**src/rtl/time_entry_ctrl_pkg.sv**
```systemverilog
// Shared definitions for the countdown-timer time entry controller.
package time_entry_ctrl_pkg;

    typedef enum logic [1:0] {
        ST_IDLE   = 2'd0,
        ST_EDIT   = 2'd1,
        ST_COMMIT = 2'd2
    } state_e;

    localparam int unsigned MINS_STEP = 60;
    localparam int unsigned SECS_STEP = 1;

endpackage : time_entry_ctrl_pkg

```
**src/rtl/time_entry_ctrl_hold_repeat.sv**
```systemverilog
// Per-button edge detect plus press-and-hold auto-repeat; emits a one-cycle step request.
module time_entry_ctrl_hold_repeat #(
    parameter int unsigned HOLD_CYCLES   = 2500000,
    parameter int unsigned REPEAT_CYCLES = 500000
) (
    input  logic clk,
    input  logic rst,
    input  logic en_i,
    input  logic btn_i,
    output logic step_c
);

    localparam int unsigned MAX_CNT = (HOLD_CYCLES > REPEAT_CYCLES) ? HOLD_CYCLES : REPEAT_CYCLES;
    localparam int unsigned CW      = $clog2(MAX_CNT + 1);

    logic          btn_q;
    logic          rep_q;
    logic [CW-1:0] cnt_q;
    logic          rise_c;
    logic          hit_c;

    // cnt_q holds (cycles held - 1) during the current cycle, so a compare against N-1 fires on cycle N.
    always_comb begin
        rise_c = btn_i & ~btn_q;
        hit_c  = 1'b0;
        if (en_i && btn_i) begin
            if (rep_q) begin
                hit_c = (cnt_q == CW'(REPEAT_CYCLES - 1));
            end else begin
                hit_c = (cnt_q == CW'(HOLD_CYCLES - 1));
            end
        end
        step_c = en_i & (rise_c | hit_c);
    end

    // Edge history always tracks the button; hold counter only runs while held in edit.
    always_ff @(posedge clk or posedge rst) begin
        if (rst) begin
            btn_q <= 1'b0;
            rep_q <= 1'b0;
            cnt_q <= '0;
        end else begin
            btn_q <= btn_i;
            if (!en_i || !btn_i) begin
                rep_q <= 1'b0;
                cnt_q <= '0;
            end else if (hit_c) begin
                rep_q <= 1'b1;
                cnt_q <= '0;
            end else begin
                cnt_q <= cnt_q + CW'(1);
            end
        end
    end

endmodule : time_entry_ctrl_hold_repeat

```
**src/rtl/time_entry_ctrl.sv**
```systemverilog
// Time entry controller: button-driven seconds editor feeding the countdown timer load handshake.
module time_entry_ctrl
    import time_entry_ctrl_pkg::*;
#(
    parameter int unsigned CNT_W         = 12,
    parameter int unsigned MAX_SECS      = 3599,
    parameter int unsigned HOLD_CYCLES   = 2500000,
    parameter int unsigned REPEAT_CYCLES = 500000
) (
    input  logic             clk,
    input  logic             rst,
    input  logic             cfg_en,
    input  logic             mins,
    input  logic             secs,
    input  logic             load_ready,
    output logic             load_valid,
    output logic [CNT_W-1:0] load_value,
    output logic [CNT_W-1:0] edit_value,
    output logic             editing
);

    localparam int unsigned SUM_W = CNT_W + 1;

    state_e           state_q;
    logic [CNT_W-1:0] edit_q;
    logic [CNT_W-1:0] edit_d;
    logic [CNT_W-1:0] load_value_q;
    logic             load_valid_q;
    logic             editing_q;
    logic             clr_lock_q;
    logic             clr_lock_d;

    logic             active_c;
    logic             both_c;
    logic             clear_c;
    logic             step_ok_c;
    logic             mins_step_c;
    logic             secs_step_c;
    logic [SUM_W-1:0] step_amt;
    logic [SUM_W-1:0] sum;

    // Edits are only live while in EDIT with the switch still up; the exit cycle is frozen.
    assign active_c  = (state_q == ST_EDIT) & cfg_en;
    assign both_c    = mins & secs;
    assign clear_c   = active_c & both_c & ~clr_lock_q;
    assign step_ok_c = active_c & ~both_c & ~clr_lock_q;

    time_entry_ctrl_hold_repeat #(
        .HOLD_CYCLES   (HOLD_CYCLES),
        .REPEAT_CYCLES (REPEAT_CYCLES)
    ) u_mins (
        .clk    (clk),
        .rst    (rst),
        .en_i   (active_c),
        .btn_i  (mins),
        .step_c (mins_step_c)
    );

    time_entry_ctrl_hold_repeat #(
        .HOLD_CYCLES   (HOLD_CYCLES),
        .REPEAT_CYCLES (REPEAT_CYCLES)
    ) u_secs (
        .clk    (clk),
        .rst    (rst),
        .en_i   (active_c),
        .btn_i  (secs),
        .step_c (secs_step_c)
    );

    // Saturating add one bit wider than the value, plus the both-buttons clear and its lockout.
    always_comb begin
        step_amt   = '0;
        edit_d     = edit_q;
        clr_lock_d = clr_lock_q;
        if (step_ok_c) begin
            if (mins_step_c) step_amt = step_amt + SUM_W'(MINS_STEP);
            if (secs_step_c) step_amt = step_amt + SUM_W'(SECS_STEP);
        end
        sum = SUM_W'(edit_q) + step_amt;
        if (clear_c) begin
            edit_d = '0;
        end else if (step_amt != '0) begin
            edit_d = (sum > SUM_W'(MAX_SECS)) ? CNT_W'(MAX_SECS) : sum[CNT_W-1:0];
        end
        if (!active_c) begin
            clr_lock_d = 1'b0;
        end else if (both_c) begin
            clr_lock_d = 1'b1;
        end else if (!mins && !secs) begin
            clr_lock_d = 1'b0;
        end
    end

    // Mode FSM with registered handshake and status outputs.
    always_ff @(posedge clk or posedge rst) begin
        if (rst) begin
            state_q      <= ST_IDLE;
            edit_q       <= '0;
            load_value_q <= '0;
            load_valid_q <= 1'b0;
            editing_q    <= 1'b0;
            clr_lock_q   <= 1'b0;
        end else begin
            edit_q     <= edit_d;
            clr_lock_q <= clr_lock_d;
            case (state_q)
                ST_IDLE: begin
                    if (cfg_en) begin
                        state_q   <= ST_EDIT;
                        editing_q <= 1'b1;
                    end
                end
                ST_EDIT: begin
                    if (!cfg_en) begin
                        state_q      <= ST_COMMIT;
                        editing_q    <= 1'b0;
                        load_value_q <= edit_q;
                        load_valid_q <= 1'b1;
                    end
                end
                ST_COMMIT: begin
                    // valid is high throughout COMMIT, so ready alone completes the transfer.
                    if (load_ready) begin
                        state_q      <= ST_IDLE;
                        load_valid_q <= 1'b0;
                    end else if (cfg_en) begin
                        state_q      <= ST_EDIT;
                        load_valid_q <= 1'b0;
                        editing_q    <= 1'b1;
                    end
                end
                default: begin
                    state_q      <= ST_IDLE;
                    load_valid_q <= 1'b0;
                    editing_q    <= 1'b0;
                end
            endcase
        end
    end

    assign load_valid = load_valid_q;
    assign load_value = load_value_q;
    assign edit_value = edit_q;
    assign editing    = editing_q;

endmodule : time_entry_ctrl

```
**config.mk**
```make
export PLATFORM = sky130hd
export DESIGN_NAME = time_entry_ctrl
export DESIGN_NICKNAME = d
export VERILOG_FILES = /design/src/rtl/time_entry_ctrl_pkg.sv /design/src/rtl/time_entry_ctrl_hold_repeat.sv /design/src/rtl/time_entry_ctrl.sv
export SDC_FILE = /design/constraint.sdc
export NUM_CORES = 1
export LEC_CHECK = 0
export CAP_MARGIN = 15
export CORE_ASPECT_RATIO = 1.2
export CORE_UTILIZATION = 45
export CTS_CLUSTER_DIAMETER = 60
export DETAILED_ROUTE_END_ITERATION = 16
export PLACE_DENSITY = 0.64
export SLEW_MARGIN = 0
export SYNTH_ARGS = -nofsm -noshare
export SYNTH_HDL_FRONTEND = slang
export SYNTH_SLANG_ARGS = --single-unit
```
**constraint.sdc**
```tcl
create_clock -name clk -period 6.16 [get_ports clk]
set_input_delay 1.848 -clock clk [delete_from_list [all_inputs] [get_ports clk]]
set_output_delay 1.848 -clock clk [all_outputs]
set_load 0.005 [all_outputs]
```
* Word level (Yosys, flattened, before mapping)
Cells that the tools add are included.
** Cells by class
- Bitwise logic cells :: 18
- Mux-type cells :: 34
- $add $sub $neg :: 4
- Eq/ne operators :: 10
- Reduce and logical (&&, ||, !) cells :: 16
- Magnitude comparators :: 1
** Operators by type and width (number)
- 2-to-1 mux 22 bit :: 4
- adder 22 x 1 -> 22 bit (second input constant) :: 2
- == test 22 x 19 -> 1 bit (second input constant) :: 2
- == test 22 bit (second input constant) :: 2
- 2-to-1 mux 13 bit :: 3
- 2-to-1 mux 12 bit :: 3
- 2-to-1 mux 1 bit :: 17
- adder 12 x 13 -> 13 bit :: 1
- adder 13 x 1 -> 13 bit (second input constant) :: 1
- greater-than comparator 13 x 12 -> 1 bit (second input constant) :: 1
- nonzero test 13 bit :: 1
- bitwise AND 1 bit :: 10
- 2-to-1 mux 2 bit :: 3
- 2-to-1 mux 6 bit :: 1
- inverter 1 bit :: 6
- case mux 1 bit (3 select lines) :: 2
- case mux 2 bit (3 select lines) :: 1
- nonzero test 2 bit :: 3
- inequality test 2 bit (second input constant) :: 2
- AND reduction 2 bit :: 2
- logical AND 1 bit :: 3
- zero test 1 bit :: 3
- inequality test 3 x 1 -> 1 bit (second input constant) :: 1
- inequality test 3 bit (second input constant) :: 1
- other kinds (6) :: 8
** Word-level totals
- Bits of input ports :: 6
- Output and inout bits :: 26
- Word-level logic and storage cells :: 95
- Flip-flop bits (word level) :: 77

* Logic depth before layout (Yosys ltp)
Gate-level depths: netlist (run 1).
- Word-level depth :: 16
- Gate-level depth with buffers :: 13
- Mapped depth without buffers :: 13

* Cells and area by module
A second synthesis (run 1) with hierarchy kept.
** Second synthesis, totals
- Cell total of the unflattened synthesis :: 447
- Area total of the unflattened synthesis :: 4583.1 µm²
** By module, submodules not included
- time_entry_ctrl_hold_repeat :: area each 1367.6 µm², seq. area each 600.6 µm², cells each 134, times used 2
- time_entry_ctrl :: area each 1848.0 µm², seq. area each 725.7 µm², cells each 179, times used 1

* Worst setup path after synthesis (run 1)
OpenSTA, ideal clock, no wires.
- Kind :: input to register
- From :: input mins
- To :: register edit_q[0], in the netlist edit_value[0]
- Arrival time :: 4842 ps
- Setup slack :: 1195 ps
- Data required time :: 6037 ps
- Library setup time :: 123 ps
- Stages on the path :: 10
- Buffers on the path :: 0
- Cells stage by stage :: nand3_1 a2111oi_0 ha_1 a211oi_1 o21ai_0 a21o_1 a221oi_1 a221o_2 nand3_2 o221a_2
** On the way
- Longest elaborated chain between the ends :: 14
- Elaborated cells between the ends (all ways) :: 23
- Those cells by class :: add/sub (2); order compare (1); mux (8); bitwise (9); reduce/logical (3)
** RTL lines
- start, declared :: line time_entry_ctrl.sv:13 : input logic mins,
- logical AND 1 bit :: line time_entry_ctrl_hold_repeat.sv:26 : if (en_i && btn_i) begin
- 2-to-1 mux 1 bit :: line time_entry_ctrl_hold_repeat.sv:26
- bitwise OR 1 bit :: line time_entry_ctrl_hold_repeat.sv:33 : step_c = en_i & (rise_c | hit_c);
- bitwise AND 1 bit :: line time_entry_ctrl_hold_repeat.sv:33
- 2-to-1 mux 6 bit :: line time_entry_ctrl.sv:76 : if (mins_step_c) step_amt = step_amt + SUM_W'(MINS_STEP);
- 2-to-1 mux 13 bit :: line time_entry_ctrl.sv:75 : if (step_ok_c) begin
- adder 13 x 1 -> 13 bit :: line time_entry_ctrl.sv:77 : if (secs_step_c) step_amt = step_amt + SUM_W'(SECS_STEP);
- 2-to-1 mux 13 bit :: line time_entry_ctrl.sv:77
- 2-to-1 mux 13 bit :: line time_entry_ctrl.sv:75
- adder 12 x 13 -> 13 bit :: line time_entry_ctrl.sv:79 : sum = SUM_W'(edit_q) + step_amt;
- greater-than comparator 13 x 12 -> 1 bit :: line time_entry_ctrl.sv:83 : edit_d = (sum > SUM_W'(MAX_SECS)) ? CNT_W'(MAX_SECS) : sum[CNT_W-1:0];
- 2-to-1 mux 12 bit :: line time_entry_ctrl.sv:83
- 2-to-1 mux 12 bit :: line time_entry_ctrl.sv:82 : end else if (step_amt != '0) begin
- 2-to-1 mux 12 bit :: line time_entry_ctrl.sv:80 : if (clear_c) begin
- end signal, assigned :: line time_entry_ctrl.sv:104 : edit_q <= edit_d;
- end, declared :: line time_entry_ctrl.sv:25 : logic [CNT_W-1:0] edit_q;
Several ways; a longest one is shown, not always the timed one. The select of a mux whose other input is x is not followed.
A chain may end at the register's enable or synchronous reset.

* Worst setup path after layout (run 1)
- From :: input cfg_en
- To :: register edit_q[1], in the netlist edit_value[1]
** On the way
- Longest elaborated chain between the ends :: 15
- Elaborated cells between the ends (all ways) :: 25
- Those cells by class :: add/sub (2); order compare (1); mux (9); bitwise (9); reduce/logical (4)
** RTL lines
- start, declared :: line time_entry_ctrl.sv:12 : input logic cfg_en,
- bitwise AND 1 bit (*) :: line time_entry_ctrl.sv:43 : assign active_c = (state_q == ST_EDIT) & cfg_en;
- logical AND 1 bit :: line time_entry_ctrl_hold_repeat.sv:26
- 2-to-1 mux 1 bit :: line time_entry_ctrl_hold_repeat.sv:26
- bitwise OR 1 bit :: line time_entry_ctrl_hold_repeat.sv:33
- bitwise AND 1 bit :: line time_entry_ctrl_hold_repeat.sv:33
- 2-to-1 mux 6 bit :: line time_entry_ctrl.sv:76
- 2-to-1 mux 13 bit :: line time_entry_ctrl.sv:75
- adder 13 x 1 -> 13 bit :: line time_entry_ctrl.sv:77
- 2-to-1 mux 13 bit :: line time_entry_ctrl.sv:77
- 2-to-1 mux 13 bit :: line time_entry_ctrl.sv:75
- adder 12 x 13 -> 13 bit :: line time_entry_ctrl.sv:79
- greater-than comparator 13 x 12 -> 1 bit :: line time_entry_ctrl.sv:83
- 2-to-1 mux 12 bit :: line time_entry_ctrl.sv:83
- 2-to-1 mux 12 bit :: line time_entry_ctrl.sv:82
- 2-to-1 mux 12 bit :: line time_entry_ctrl.sv:80
Every way passes the cells marked *; elsewhere a longest branch is shown, timed or not. The select of a mux whose other input is x is not followed.

==> flow_summary.json, run 1 <==
{
  "outcome": "complete, no violations",
  "max_cap_viol_count": 0,
  "whs_ps": 484.0,
  "min_period_over_period": 0.8609,
  "ff_latch_area_um2": 1927,
  "setup_viol": 0,
  "grt_setup_unrepaired": "false",
  "reg2reg_depth": 13,
  "multi_input_area_um2": 1963,
  "clk_latency_ps": 350,
  "wl_per_cell_um": 14.55,
  "synth_top_area_share": 0.4826,
  "layout_common_cells": "77 x dfrtp_1, 63 x nor2_1, 31 x clkdlybuf4s50_1, 29 x xor2_1, 27 x nand2_1",
  "antenna_found_initial": 0,
  "drt_iter0_drc": 205,
  "ys_ff_latch": 77,
  "io_pins": 32,
  "synthMuxAreaShare": 0.03886,
  "min_path_type": "reg2reg",
  "fin_skew_ps": 14.06,
  "fin_crit_ps": 5303,
  "synthSimpleGateAreaFrac": 0.2222,
  "worst_ep_required_time_ps": 6400,
  "crit_path_max_incr_delay_ps": 570,
  "dieHeight_um": 105.2,
  "root_buffer": "clkbuf_8",
  "yosysUniqueCellTypes": 61,
  "synth_top_family_by_area": "simple AND/OR/NAND/NOR gates",
  "die-area_um2": 9255,
  "cts_tree": "yes",
  "fmax_mhz": 188.6,
  "ir_worst_vdd_mv": 0.1180,
  "drc": 0,
  "hpwl_mm": 5.679,
  "crit_chain": "clkdlybuf4s50_1 -> nand3_1 -> a2111oi_0 -> buf_4 -> ha_1 -> a211oi_1 -> o21ai_0 -> a21o_1 -> a221oi_1 -> a221o_2 -> nand3_2 -> o221a_2",
  "clk_pin_slew_ps": 80,
  "synth_nets": 412,
  "slew_viol_final": 0,
  "slew_headroom": 0.4016,
  "syn_area_um2": 3993,
  "worstHoldPathCells": 1,
  "async_reset_ff_frac": 1.000,
  "arrival_ps": 5550,
  "grt.total_usage": 0.1957,
  "drt-pass1-iter-count": 4,
  "finalHoldViolCount": 0,
  "wl_mm": 8.105,
  "clockBufferDepth": 2,
  "ys.flop_type": "dfrtp_1",
  "h-tree-depth": 3,
  "crit_cells": 12,
  "yosysSeqAreaShare": 0.4826,
  "critPathBufInv": 2,
  "grt_pass1_vias": 3027,
  "yosysTopAreaCell": "dfrtp_1",
  "yosys_warnings": 0,
  "cts_setup_buffers": 0,
  "grt_overflow": 0,
  "startpoint_type": "input pin",
  "drive_gt1_frac": 0.1114,
  "crit_type": "in2reg",
  "cts_buffers": 9,
  "grt_max_degree": 47,
  "floorplan.initialDensity": 0.4637,
  "synth_xor_area_frac": 0.09213,
  "vias_per_cell": 5.461,
  "die_w_um": 87.99,
  "finalPower_mw": 1.171,
  "gp_congestion": 0.8342,
  "synth_area_leaders": "dfrtp_1 48%, xor2_1 6.4%, nor2_1 5.9%",
  "fillers": 811,
  "grt_first_pass_wirelength_mm": 14.19,
  "synth_edf_count": 0,
  "vias": 3042,
  "p_leak_nw": 1.906,
  "syn_avg_cell_area_um2": 10.03,
  "ctsResizeCount": 0,
  "synthCells": 398,
  "cp_max_fo": 6,
  "end_kind": "flop",
  "core_area_um2": 8611,
  "cts.sinks": 77,
  "num_rows": 37,
  "antenna_left": 0,
  "tns_ps": 0,
  "slowest_stage": "clkdlybuf4s50_1",
  "power_density_nw_per_um2": 253.3,
  "rrSetupSlack_ps": 1250,
  "synth-adder-area-share": 0.02758,
  "antenna_cells": 0,
  "area_growth_pct": 15.83,
  "synth_compound_area_frac": 0.1109,
  "worst_slew_pin_slew_ps": 897.0,
  "nets": 449,
  "crit_family": "compound AO/OA/AOI/OAI gates",
  "layout.cells.most_common": "dfrtp_1",
  "postCtsHoldBufs": 0,
  "portBuffers": 31
}
## through the flow
stage	instance area, um^2	cells	setup slack [ps]	util
after global placement	4423	541	693.4	0.5137
after detailed placement	4423	541	547.7	0.5137
after global routing	4624	557	578.6	0.5371
after CTS	4624	557	901.3	0.5371
final	4624	557	856.7	0.5371
after floorplan	3993	398	1195	-
## cell families (layout without fill, tap and decap cells)
| group | count (synthesis) | in the layout |
|---|---|---|
| buffers and inverters | 23 | 65 |
| multiplexers | 14 | 14 |
| AND/OR/NAND/NOR | 173 | 173 |
| XOR/XNOR | 42 | 42 |
| flip-flops | 77 | 77 |
| adder cells (fa/ha/maj) | 9 | 9 |
| AO/OA/AOI/OAI | 60 | 60 |
## worst reg2reg max path: cells and delay by family (launching register included)
family / cells / cell delay (ps)
adder cells (fa/ha/maj): 1 / 280
AO/OA/AOI/OAI: 7 / 2350
AND/OR/NAND/NOR: 4 / 1560
buffers and inverters: 1 / 200
flip-flops: 1 / 420
## registers in the layout (all words and copies together) (netlist names)
register,cells
u_mins.cnt_q,22
u_mins.btn_q,1
u_mins.rep_q,1
edit_value,12
u_secs.cnt_q,22
load_value,12
u_secs.btn_q,1
u_secs.rep_q,1
state_q,2
load_valid,1
editing,1
clr_lock_q,1
## final cells by class
type                       count  share of cell area
clock buffer                  11             0.03057
clock inverter                 5             0.01299
inverter                      16             0.01326
multi-input combinational    298              0.4245
sequential                    77              0.4167
tap                          117             0.03166
timing repair buffer          33             0.07035
## routing by layer
layer | part of all wire | vias up | GRT usage
li1 | - | 1488 | -
met1 | 0.48 | 1485 | 0.2675
met2 | 0.47 | 58 | 0.3045
met3 | 0.038 | 11 | 0.04818
met4 | 0.017 | 0 | 0.05738
met5 | 0 | - | 0
## synthesized netlist by cell type, drive strengths merged (4+ instances only)
master,count
a211oi,4
a21o,5
a21oi,13
a31oi,4
and3,9
and4,6
clkbuf,4
dfrtp,77
ha,8
inv,15
mux2,12
nand2,28
nand3,23
nand4,9
nor2,63
nor2b,4
nor3,6
o21ai,11
o221a,5
or3,5
xnor2,13
xor2,29
## power by group
part / switching [mW] / internal (mW) / leakage [nW] / total [mW]
Combinational: 0.0835 / 0.119 / 0.790 / 0.203
Sequential: 0.0367 / 0.544 / 1.02 / 0.580
Clock: 0.189 / 0.199 / 0.0995 / 0.388
## worst paths after layout
path,to,startpoint
worst min-delay path,u_secs.cnt_q[0],u_secs.cnt_q[0]
max in group asynchronous,edit_value[9],rst
min in group asynchronous,u_secs.cnt_q[20],rst
worst max register to register,edit_value[1],u_mins.cnt_q[12]
worst max-delay path,edit_value[1],cfg_en
worst min register to register,u_secs.cnt_q[0],u_secs.cnt_q[0]
No activity file was read; power rests on OpenSTA's default activity.
==> run 2, diff against run 1 <==
==> constraint.sdc (replaced) <==
create_clock -name clk -period 5.3 [get_ports clk]
set_input_delay 1.59 -clock clk [delete_from_list [all_inputs] [get_ports clk]]
set_output_delay 1.59 -clock clk [all_outputs]
set_load 0.005 [all_outputs]
==> run 2 against run 1 <==
Compared with the run above:
- combinational power increased by 17%
- via count is 0.20% lower
- core utilization up 0.36 points
- clock skew down 1.8 ps
- die area unchanged
- wire length decreased by 0.12%
- worst setup slack lost 320 ps
- non-clock buffer count grew 3
- critical path type unchanged
==> flow_summary.json, run 2 (same netlist as run 1, synthesis figures left out) <==
{
  "outcome": "complete, no violations",
  "drive_gt1_frac": 0.1196,
  "die-area_um2": 9255,
  "cts_setup_buffers": 0,
  "arrival_ps": 5020,
  "h-tree-depth": 3,
  "vias": 3036,
  "grt.total_usage": 0.1942,
  "crit_chain": "clkdlybuf4s50_1 -> nand3_1 -> a2111oi_0 -> buf_4 -> ha_1 -> a211oi_1 -> buf_4 -> o21ai_0 -> a21o_1 -> a221oi_1 -> a221o_2 -> nand3_2 -> o221a_2",
  "cts_tree": "yes",
  "dieHeight_um": 105.2,
  "final_util": 0.5407,
  "antenna_found_initial": 0,
  "wl_per_cell_um": 14.46,
  "postCtsHoldBufs": 0,
  "die_w_um": 87.99,
  "wl_mm": 8.095,
  "clk_latency_ps": 370,
  "startpoint_type": "input pin",
  "clk_pin_slew_ps": 80,
  "power_density_nw_per_um2": 295.3,
  "grt_overflow": 0,
  "p_leak_nw": 1.921,
  "area_growth_pct": 16.61,
  "ir_worst_vdd_mv": 0.1467,
  "slew_headroom": 0.3617,
  "max_cap_viol_count": 0,
  "worst_ep_required_time_ps": 5550,
  "drt-pass1-iter-count": 4,
  "drt_iter0_drc": 163,
  "core_area_um2": 8611,
  "grt_max_degree": 51,
  "stdcell_count": 560,
  "min_period_over_period": 0.8989,
  "cp_max_fo": 6,
  "dp.cells": 544,
  "largestRegisters": "u_mins.cnt_q x22, u_secs.cnt_q x22",
  "hpwl_mm": 5.692,
  "root_buffer": "clkbuf_8",
  "layout_common_cells": "77 x dfrtp_1, 63 x nor2_1, 31 x clkdlybuf4s50_1, 29 x xor2_1, 27 x nand2_1",
  "fin_crit_ps": 4764,
  "layout.cells.most_common": "dfrtp_1",
  "tns_ps": 0,
  "nets": 452,
  "min_path_type": "reg2reg",
  "end_kind": "flop",
  "antenna_left": 0,
  "num_rows": 37,
  "cts_buffers": 9,
  "ctsResizeCount": 0,
  "crit_path_max_incr_delay_ps": 560,
  "grt_setup_unrepaired": "false",
  "setup_viol": 0,
  "grt_pass1_vias": 2907,
  "gp_congestion": 0.7598,
  "vias_per_cell": 5.421,
  "antenna_cells": 0,
  "place_ws_ps": 180.3,
  "cts.sinks": 77,
  "fin_skew_ps": 12.30,
  "slew_viol_final": 0,
  "worst_slew_pin_slew_ps": 956.8,
  "floorplan.initialDensity": 0.4637,
  "fmax_mhz": 209.9,
  "cp_common_cell": "buf_4",
  "slowest_stage": "clkdlybuf4s50_1",
  "io_pins": 32,
  "portBuffers": 31,
  "crit_type": "in2reg",
  "drc": 0,
  "worst_slack_ps": 535.7,
  "clockBufferDepth": 2,
  "finalHoldViolCount": 0,
  "grt_first_pass_wirelength_mm": 13.81,
  "crit_family": "compound AO/OA/AOI/OAI gates",
  "critPathBufInv": 3
}
## run 2: changes by cell type in the layout (fill, tap and decap cells not counted)
| cell | delta |
|---|---|
| buf_4 | +3 |
| clkbuf_1 | -1 |
| clkbuf_8 | +1 |
| clkinv_4 | -1 |
| clkinvlp_4 | +1 |
## run 2: area by class of cell
cell class / count / area (um^2)
repair buffers: 36 / 347.8
clock inverters: 5 / 58.81
flip-flops and latches: 77 / 1927
fillers: 790 / 3955
multi-input cells: 298 / 1963
clock buffers: 11 / 151.4
inverters: 16 / 61.31
well taps: 117 / 146.4
## run 2: path summary, 6_finish.rpt
path,from,end,slack (ps),cells after the start
max in group asynchronous,rst,load_value[6],2670,3
hold / removal,load_valid,load_valid,480,1
setup / recovery,cfg_en,edit_value[2],540,13
hold reg to reg,load_valid,load_valid,480,1
setup reg to reg,u_mins.cnt_q[12],edit_value[2],650,14
min in group asynchronous,rst,u_secs.cnt_q[18],1590,2
## run 2: power breakdown
part	total, mW	internal, mW	leakage [nW]	switching [mW]
clock network	0.464	0.243	0.102	0.221
logic	0.237	0.139	0.803	0.0978
registers	0.673	0.632	1.02	0.0415
total	1.38	1.01	1.92	0.361
## run 2: through the flow
| step | cell area, um^2 | hold WS [ps] | total power, mW |
|---|---|---|---|
| floorplan | 3993 | 445.1 | 0.7983 |
| global placement | 4446 | 462.4 | 0.9197 |
| detailed placement | 4446 | 466.9 | 0.9250 |
| CTS | 4656 | 480.1 | 1.391 |
| global route | 4656 | 497.4 | 1.443 |
| finish | 4656 | 477.8 | 1.375 |
## run 2: worst reg2reg max path, cell delays in order, from the launching register on
cell	delay, ps
dfrtp_1	410
or4b_1	520
or4_4	510
or3_1	410
a2111oi_0	420
buf_4	200
ha_1	280
a211oi_1	240
buf_4	180
o21ai_0	110
a21o_1	190
a221oi_1	360
a221o_2	300
nand3_2	120
o221a_2	270
## run 2: layer usage
layer / GRT usage / share of wire
met5: 0 / 0
met4: 0.09836 / 0.021
met3: 0.02607 / 0.031
met2: 0.2951 / 0.47
met1: 0.2682 / 0.47
==> run 3, diff against run 2 <==
--- a/config.mk
+++ b/config.mk
@@ -10,7 +10,7 @@
 export CORE_UTILIZATION = 45
 export CTS_CLUSTER_DIAMETER = 60
 export DETAILED_ROUTE_END_ITERATION = 16
-export PLACE_DENSITY = 0.64
+export PLACE_DENSITY = 0.63
 export SLEW_MARGIN = 0
 export SYNTH_ARGS = -nofsm -noshare
 export SYNTH_HDL_FRONTEND = slang
==> constraint.sdc (replaced) <==
create_clock -name clk -period 5.1 [get_ports clk]
set_input_delay 1.53 -clock clk [delete_from_list [all_inputs] [get_ports clk]]
set_output_delay 1.53 -clock clk [all_outputs]
set_load 0.05 [all_outputs]
==> run 3 against run 2 <==
Compared with the run above:
- final cell count increased by 0.18%
- sequential power up 3.9%
- wire length shrank 1.3%
- cell area is 0.89% higher
- core utilization grew 0.48 points
- flip-flop and latch count stayed put
- worst setup slack lost 180 ps
- critical path depth stayed put
- total power is 18% higher
- clock power up 11%
- combinational power grew 70%
==> flow_summary.json, run 3 (same netlist as run 1, synthesis figures left out) <==
{
  "fin_crit_ps": 4744,
  "die_w_um": 87.99,
  "portBuffers": 31,
  "crit_chain": "clkdlybuf4s50_1 -> nand3_1 -> a2111oi_0 -> buf_4 -> ha_1 -> a211oi_1 -> buf_4 -> o21ai_0 -> a21o_1 -> a221oi_1 -> a221o_2 -> nand3_2 -> o221a_2",
  "min_path_type": "reg2reg",
  "drc": 0,
  "crit_path_max_incr_delay_ps": 560,
  "largestRegisters": "u_mins.cnt_q x22, u_secs.cnt_q x22",
  "die-area_um2": 9255,
  "fillers": 807,
  "slew_viol_final": 0,
  "slowest_stage": "clkdlybuf4s50_1",
  "core_area_um2": 8611,
  "drt_iter0_drc": 145,
  "multi_input_area_um2": 1963,
  "hpwl_mm": 5.501,
  "wl_mm": 7.988,
  "area_growth_pct": 17.64,
  "dp.cells": 546,
  "cts.sinks": 77,
  "cts_buffers": 9,
  "layout.cells.most_common": "dfrtp_1",
  "finalPower_mw": 1.617,
  "end_kind": "flop",
  "clk_pin_slew_ps": 70,
  "clk_latency_ps": 360,
  "drive_gt1_frac": 0.1194,
  "min_period_over_period": 0.9301,
  "p_leak_nw": 1.946,
  "io_pins": 32,
  "wl_per_cell_um": 14.24,
  "cts_setup_buffers": 0,
  "worst_ep_required_time_ps": 5340,
  "arrival_ps": 4980,
  "whs_ps": 476.6,
  "cts_tree": "yes",
  "outcome": "complete, no violations",
  "power_density_nw_per_um2": 344.4,
  "crit_type": "in2reg",
  "grt_overflow": 0,
  "cp_max_fo": 6,
  "startpoint_type": "input pin",
  "h-tree-depth": 3,
  "worst_slew_pin_slew_ps": 881.0,
  "root_buffer": "clkbuf_8",
  "nets": 454,
  "setup_viol": 0,
  "antenna_left": 0,
  "dieHeight_um": 105.2,
  "num_rows": 37,
  "ir_worst_vdd_mv": 0.1433,
  "grt_setup_unrepaired": "false",
  "postCtsHoldBufs": 0,
  "antenna_found_initial": 0,
  "grt.total_usage": 0.1898,
  "grt_first_pass_wirelength_mm": 13.54,
  "clockBufferDepth": 2,
  "fmax_mhz": 210.8,
  "floorplan.initialDensity": 0.4637,
  "ctsResizeCount": 0,
  "vias": 3043,
  "layout_common_cells": "77 x dfrtp_1, 63 x nor2_1, 31 x clkdlybuf4s50_1, 29 x xor2_1, 27 x nand2_1",
  "tns_ps": 0,
  "vias_per_cell": 5.424,
  "max_cap_viol_count": 0,
  "drt-pass1-iter-count": 4,
  "antenna_cells": 0,
  "gp_congestion": 0.8166,
  "finalHoldViolCount": 0,
  "cp_common_cell": "buf_4",
  "final_util": 0.5455,
  "ff_latch_area_um2": 1927,
  "stdcell_count": 561,
  "grt_pass1_vias": 2938,
  "grt_max_degree": 78,
  "slew_headroom": 0.4123,
  "fin_skew_ps": 7.697
}
-- run 3: cell types whose count changed in the layout (fill, tap and decap cells not counted), sizes merged --
cell / change
clkinv: -1
clkbuf: +1
bufinv: +1
clkinvlp: -2
buf: +2
-- run 3: worst max-delay path, delay by kind of cell --
family                   cells  cell delay (ps)
AO/OA/AOI/OAI                7             1900
buffers and inverters        3              950
AND/OR/NAND/NOR              2              320
adder cells (fa/ha/maj)      1              280
-- run 3: stage by stage --
stage                     setup WS (ps)  area, um^2
after CTS                         418.3        4697
after detailed placement          71.65        4473
final                             356.4        4697
after global placement            133.5        4473
after global routing              100.8        4697
after floorplan                   320.9        3993
-- run 3: worst paths after layout --
path | to | depth (start not counted) | slack, ps | from
worst max-delay path | edit_value[1] | 13 | 360 | cfg_en
worst min-delay path | load_valid | 1 | 480 | load_valid
worst max register to register | edit_value[1] | 14 | 420 | u_mins.cnt_q[12]
worst min register to register | load_valid | 1 | 480 | load_valid
max in group asynchronous | edit_value[11] | 3 | 3200 | rst
min in group asynchronous | u_secs.cnt_q[12] | 3 | 1570 | rst
-- run 3: cell type report --
cell class,instances,area share
multi-input combinational,298,0.4180
sequential,77,0.4102
timing repair buffer,38,0.07991
clock buffer,12,0.03303
tap,117,0.03117
clock inverter,3,0.01465
inverter,16,0.01305
-- run 3: layer usage --
metal	track usage	vias up	routed length (um)
li1	-	1502	-
met5	0	-	0
met3	0.02449	12	286
met1	0.2581	1468	3790
met2	0.2929	61	3737
met4	0.09719	0	174
-- run 3: report_power, final --
part	total [mW]	leakage (nW)	switching, mW	internal (mW)
Clock	0.517	0.113	0.216	0.301
Sequential	0.699	1.02	0.0416	0.657
Combinational	0.402	0.816	0.255	0.147
